===== src/rtl/test_seq_pkg.sv =====
// Shared types for the test sequencer: state encoding, phase codes,
// mode_en bit positions and the phase-ordering helper.
package test_seq_pkg;

    localparam int TMR_W = 16;

    localparam int M_TRIM = 0;
    localparam int M_RX   = 1;
    localparam int M_TX   = 2;
    localparam int M_ADV  = 3;

    typedef enum logic [3:0] {
        ST_IDLE     = 4'd0,
        ST_TRIM     = 4'd1,
        ST_RX       = 4'd2,
        ST_ENDWAIT  = 4'd3,
        ST_GAP      = 4'd4,
        ST_TX       = 4'd5,
        ST_ADV      = 4'd6,
        ST_NEXT_BUS = 4'd7,
        ST_DONE     = 4'd8
    } st_t;

    // First enabled test phase strictly after cur; IDLE/NEXT_BUS mean "start of a bus".
    // RX is never passed as cur because it always continues into ENDWAIT.
    function automatic st_t next_phase(st_t cur, logic [3:0] m);
        st_t r;
        r = ST_NEXT_BUS;
        if (m[M_ADV] && cur != ST_ADV) r = ST_ADV;
        if (m[M_TX] && (cur inside {ST_IDLE, ST_NEXT_BUS, ST_TRIM, ST_GAP})) r = ST_TX;
        if (m[M_RX] && (cur inside {ST_IDLE, ST_NEXT_BUS, ST_TRIM})) r = ST_RX;
        if (m[M_TRIM] && (cur inside {ST_IDLE, ST_NEXT_BUS})) r = ST_TRIM;
        return r;
    endfunction

    // NEXT_BUS and DONE share the wrap-up code 7; done tells them apart.
    function automatic logic [2:0] phase_code(st_t s);
        if (s == ST_DONE) return 3'd7;
        return 3'(s);
    endfunction

endpackage


===== src/rtl/test_sequencer_seq_timer.sv =====
// Loadable down-counter; tc marks the last cycle of a loaded interval,
// so a load of N spans exactly N cycles in the following state.
module seq_timer
    import test_seq_pkg::*;
#(
    parameter int W = TMR_W
) (
    input  logic         clk_40_m,
    input  logic         rst,
    input  logic         load,
    input  logic [W-1:0] load_val,
    output logic         tc
);

    localparam logic [W-1:0] ONE = 1;

    logic [W-1:0] cnt;

    always_ff @(posedge clk_40_m) begin
        if (!rst) begin
            cnt <= '0;
        end else if (load) begin
            cnt <= load_val;
        end else if (cnt != '0) begin
            cnt <= cnt - ONE;
        end
    end

    assign tc = (cnt == ONE);

endmodule


===== config.mk =====
export PLATFORM = sky130hd
export DESIGN_NAME = seq_timer
export DESIGN_NICKNAME = d
export VERILOG_FILES = /design/src/rtl/test_seq_pkg.sv /design/src/rtl/test_sequencer_seq_timer.sv
export SDC_FILE = /design/constraint.sdc
export NUM_CORES = 1
export LEC_CHECK = 0
export ABC_AREA = 1
export BUFFER_PORTS_ARGS = -buffer_cell sky130_fd_sc_hd__buf_2
export CORE_MARGIN = 3
export CORE_UTILIZATION = 54
export CTS_BUF_LIST = sky130_fd_sc_hd__clkbuf_2
export DETAILED_ROUTE_END_ITERATION = 6
export GPL_TIMING_DRIVEN = 0
export PLACE_DENSITY = 0.85
export SYNTH_ARGS = -nofsm -noshare
export SYNTH_HDL_FRONTEND = slang
export SYNTH_SLANG_ARGS = --single-unit

===== constraint.sdc =====
create_clock -name clk_40_m -period 2 [get_ports clk_40_m]
set_clock_uncertainty 0.15 [all_clocks]
set_input_delay 0.1 -clock clk_40_m [delete_from_list [all_inputs] [get_ports clk_40_m]]
set_output_delay 0.1 -clock clk_40_m [all_outputs]
set_load 0.02 [all_outputs]

==> reports/metrics.cfg, run 1 <==
[power_and_ir_drop]
ir_worst_vdd_v=0.000481
clock_power_share_pct=17.2
p_per_area_nw_per_um2=597
p_sw_mw=0.328
totalPowerFinal_mw=0.848
p_seq_share_pct=45.0
p_int_mw=0.520
cellLeakagePower_nw=0.717
combPwrFrac_pct=37.8
swShare_pct=38.7

[global_route]
first_global_vias=1075
grt_start_max_net_pins=11
grt_use_total_pct=22.9
overflow=0
grt_pass1_wl_um=4630
antenna_found_initial=0

[floorplan]
start_util_pct=61.3
ios=20
core_area_um2=1860
rows=15
die_h_um=51.9
die-area_um2=2700
dieWidth_um=51.9

[finish]
drive_above_1_share_pct=19.6
reg_top3=cnt x16
final_area_um2=1420
top_register=cnt
fillCellCount=151
final_common_cell=nand2_1
final_cell_mix=nand2_1, nor2_1, buf_2
fin_util_pct=76.4
stdcell_count=239
area_delta_synth_final_pct=24.7
largest_register_ffs=16
antenna_cells=0
fin_nets=237

[clocking]
cts_resized=0
ctsRootBufferMaster=clkbuf_2
cts_buffers=3
cts_setup_buffers=0
clk_latency_ps=300
cts_max_path_buffers=2
cts_tree=yes
h-tree-depth=1
clk_pin_slew_ps=150
cts_sinks=16

[setup_path]
crit_path_end_kind=register
worstPathMaxFanout=4
start_kind=register
worstPathArrival_ps=1960
crit_top_cell=a21oi_1
critPathMaxStageDelay_ps=580
critical_path_class=register to register
cp_cell_sequence=inv_1 > ha_1 > nor2_1 > a21oi_1 > dlygate4sd3_1 > a21oi_1
crit_slowest_cell=dlygate4sd3_1
required_ps=2100

[yosys]
yosys.area.top_type=dfxtp_1
ys_seq_elements=16
ys_async_sr_fraction_pct=0
synthTopCellsByArea=dfxtp_1, nand2_1, nor2_1
syn_area_um2=1140
synth-main-ff-cell=dfxtp_1
synth_cells=178
synth.net_count=199
ys_warn_count=0
synth_edf_count=0
seq_area_frac_synth_pct=28.1
ys_types=27
synth_top_area_share_pct=28.1
syn_area_per_cell_um2=6.40

[worst_hold_path]
hp-class=input port to register

[sta]
drv_slew=0
worst_hold_slack_ps=13.7
fin_crit_sh_pct=93.2
rsz0062_at_grt=no
tightestPinTransition_ps=461
fin_crit_ps=1860
finalHoldViolations=0
fmax_ghz=0.537
worst_slack_ps=136
setup_viol=0
max-slew-margin-rel_pct=69.2
fin_setup_tns_ps=0

[detailed_routing]
via_per_inst=4.94
drtPass1Iterations=6
ant_nets=0
avgRoutedWirePerCell_um=11.4
drt_iter0_drc=40
wl_um=2730
routed-via-count=1180
drc_errors=0

[placement]
place_area_um2=1260
post-place-cells=222
dp_slack_ps=269
port_buffers=19
gp_congestion=0.910
hpwl_um=2000

[flow_run]
cap_violations=0

[run_status]
status=finished, final reports clean

-- Yosys cell counts (2+ instances only) --
master,n
nand2_2,2
o21ai_1,2
nand2_1,54
inv_1,19
dfxtp_1,16
nor2_4,4
nor2_1,26
a21oi_1,10
nor2_2,3
o21ai_0,3
ha_1,2
nand4_1,2
or2_2,3
nand3_1,11
nand3b_1,3
nand2_4,3
xor2_1,5
-- cell type report --
class	count	area (um2)	area share (%)
Multi-Input combinational cell	139	731	51.5
Clock buffer	3	15.0	1.06
Sequential cell	16	320	22.6
Timing Repair Buffer	33	235	16.6
Tap cell	25	31.3	2.20
Buffer	2	8.76	0.617
Inverter	21	78.8	5.55
-- metal layers --
metal / share of wire, % / vias to the layer above / GRT usage [%] / wire length (um)
met1: 43 / 508 / 28.2 / 1170
met3: 6.2 / 6 / 6.02 / 169
met2: 50 / 37 / 41.4 / 1380
li1: - / 629 / - / -
met4: 0.59 / 0 / 1.31 / 16
met5: 0 / - / 0 / 0
-- cells by family (layout without fill, tap and decap cells) --
| logic type | Yosys count | count (layout) | synth area share (%) |
|---|---|---|---|
| XOR/XNOR | 5 | 5 | 3.85 |
| AND/OR/NAND/NOR | 115 | 115 | 50.2 |
| buffers and inverters | 23 | 59 | 7.69 |
| adder cells (fa/ha/maj) | 2 | 2 | 2.20 |
| AO/OA/AOI/OAI | 17 | 17 | 7.91 |
| flip-flops | 16 | 16 | 28.1 |
-- worst max-delay path: cells and delay by family, from the launching register on --
| kind | cells | cell delay, ps |
|---|---|---|
| flip-flops | 1 | 410 |
| AND/OR/NAND/NOR | 1 | 90 |
| AO/OA/AOI/OAI | 2 | 180 |
| buffers and inverters | 2 | 690 |
| adder cells (fa/ha/maj) | 1 | 300 |
-- repair_timing --
item,in CTS,in global routing
setup endpoints to repair,0,0
hold buffers,14,0
endpoints found under the hold margin,13,0
-- path summary, 6_finish.rpt --
| path | startpoint | to | slack (ps) | depth (start not counted) |
|---|---|---|---|---|
| worst max-delay path | cnt[0] | cnt[1] | 140 | 6 |
| worst min register to register | cnt[1] | cnt[1] | 420 | 2 |
| worst max register to register | cnt[0] | cnt[1] | 140 | 6 |
| worst min-delay path | load_val[0] | cnt[0] | 10 | 3 |
-- power groups by stage --
stage / registers [mW] / clock network [mW] / logic, mW
floorplan: 0.381 / 0 / 0.234
finish: 0.382 / 0.145 / 0.320
global route: 0.386 / 0.161 / 0.364
global placement: 0.387 / 0 / 0.283
CTS: 0.381 / 0.148 / 0.320
detailed placement: 0.388 / 0 / 0.295
Power figures use the tool's default switching activity.
==> run 2, diff against run 1 <==
--- a/config.mk
+++ b/config.mk
@@ -7,12 +7,14 @@
 export LEC_CHECK = 0
 export ABC_AREA = 1
 export BUFFER_PORTS_ARGS = -buffer_cell sky130_fd_sc_hd__buf_2
+export CELL_PAD_IN_SITES_DETAIL_PLACEMENT = 0
+export CELL_PAD_IN_SITES_GLOBAL_PLACEMENT = 1
 export CORE_MARGIN = 3
-export CORE_UTILIZATION = 54
+export CORE_UTILIZATION = 40
 export CTS_BUF_LIST = sky130_fd_sc_hd__clkbuf_2
 export DETAILED_ROUTE_END_ITERATION = 6
 export GPL_TIMING_DRIVEN = 0
-export PLACE_DENSITY = 0.85
+export PLACE_DENSITY = 0.9
 export SYNTH_ARGS = -nofsm -noshare
 export SYNTH_HDL_FRONTEND = slang
 export SYNTH_SLANG_ARGS = --single-unit
==> run 2 against run 1 <==
Clock power hardly changed. Combinational power about the same. Sequential power hardly changed. Global-route usage is 4.0 points lower. First-iteration DRC count rose by 25%. Critical path depth stayed put. Wire length rose by 7.5%. Count of clock-buffer cells in the layout stayed put. Setup slack worse by 49 ps. Die area is 31% higher. Design area rose by 1.1%. Register-to-register slack got worse by 50 ps. Critical endpoint unchanged. Largest power group unchanged. Highest routed layer unchanged.
==> reports/metrics.cfg, run 2 (same netlist as run 1, synthesis figures left out) <==
[run_status]
status=finished, final reports clean

[global_route]
antenna_found_initial=0
first_global_vias=1181
grt_use_total_pct=18.9
grt_pass1_wl_um=5060
grt_start_max_net_pins=11
overflow=0

[setup_path]
worstPathMaxFanout=4
r2r_end=cnt[1]
r2r_start=cnt[0]
critical_path_class=register to register
reg2reg_depth=6
required_ps=2080
ff2ff_setup_slack_ps=90
worstPathArrival_ps=2000
start_kind=register
crit_path_end_kind=register

[finish]
antenna_cells=0
area_delta_synth_final_pct=26.2
stdcell_count=245
top_register=cnt
fin_util_pct=55.5
drive_above_1_share_pct=19.5
fin_nets=238
final_area_um2=1440
final_cell_mix=nand2_1, nor2_1, buf_2
largest_register_ffs=16
reg_top3=cnt x16
final_common_cell=nand2_1

[sta]
fin_setup_tns_ps=0
fin_crit_sh_pct=95.7
drv_slew=0
tightestPinTransition_ps=485
max-slew-margin-rel_pct=67.7
fin_crit_ps=1910
fmax_ghz=0.523
worst_hold_slack_ps=37.9
setup_viol=0
finalHoldViolations=0
worst_slack_ps=86.8
rsz0062_at_grt=no

[clocking]
cts_setup_buffers=0
cts_sinks=16
cts_tree=yes
clk_latency_ps=290
clk_pin_slew_ps=150
cts_max_path_buffers=2
ctsRootBufferMaster=clkbuf_2
h-tree-depth=1
cts_buffers=3

[placement]
post-place-cells=227
dp_slack_ps=314
place_area_um2=1270
hpwl_um=2140
gp_congestion=0.784
port_buffers=19

[floorplan]
core_area_um2=2590
die-area_um2=3520
ios=20
start_util_pct=44.0
rows=18
die_h_um=59.4
dieWidth_um=59.4

[detailed_routing]
via_per_inst=4.87
drc_errors=0
avgRoutedWirePerCell_um=12.0
routed-via-count=1193
drtPass1Iterations=5
wl_um=2940
drt_iter0_drc=50
ant_nets=0

[power_and_ir_drop]
totalPowerFinal_mw=0.850
swShare_pct=38.7
ir_worst_vdd_v=0.000359
combPwrFrac_pct=37.7
p_int_mw=0.521
p_per_area_nw_per_um2=591
clock_power_share_pct=17.1
p_sw_mw=0.328
p_seq_share_pct=45.2
cellLeakagePower_nw=0.720

[worst_hold_path]
worstHoldStart=load_val[14]
hold_end=cnt[14]
min_delay_path_depth=6
hp-class=input port to register

[flow_run]
cap_violations=0

[run 2: cell count changes in the layout (fill, tap and decap cells not counted), sizes merged]
cell and delta:
dlygate4sd3 +1
[run 2: worst max path at each step]
stage	startpoint	end	slack [ps]	depth (start not counted)
2_1_floorplan	cnt[0]	cnt[8]	480	9
3_3_place_gp	cnt[0]	cnt[8]	340	9
3_5_place_dp	cnt[0]	cnt[8]	310	9
4_1_cts	cnt[0]	cnt[1]	120	6
5_1_grt	cnt[0]	cnt[1]	20	6
6_report	cnt[0]	cnt[1]	90	6
[run 2: area by class of cell]
class	count	area, um2
multi-input cells	139	731
inverters	21	78.8
well taps	30	37.5
flip-flops and latches	16	320
plain buffers	2	8.76
fillers	277	1150
repair buffers	34	245
clock buffers	3	15.0
[run 2: per-layer routing]
metal	vias to the layer above	routed length, um	GRT usage [%]	share of wire (%)
li1	629	-	-	-
met1	528	1370	24.3	47
met2	32	1380	31.0	47
met3	4	154	5.01	5.2
met4	0	29	5.18	0.99
met5	-	0	0	0
[run 2: critical path, cell delays in order, from the launching register on]
cell	delay [ps]
dfxtp_1	420
inv_1	110
ha_1	300
nor2_1	90
a21oi_1	50
dlygate4sd3_1	600
a21oi_1	150
[run 2: repair_timing]
action,4_1_cts,5_1_grt
hold buffers,14,1
endpoints found under the hold margin,13,1
gates resized for setup,0,0
[run 2: power by group through the flow]
stage	combinational, mW	sequential, mW	clock, mW
after floorplan	0.234	0.381	0
after global placement	0.288	0.388	0
after detailed placement	0.294	0.390	0
after CTS	0.319	0.383	0.154
after global routing	0.365	0.389	0.174
final	0.321	0.384	0.145
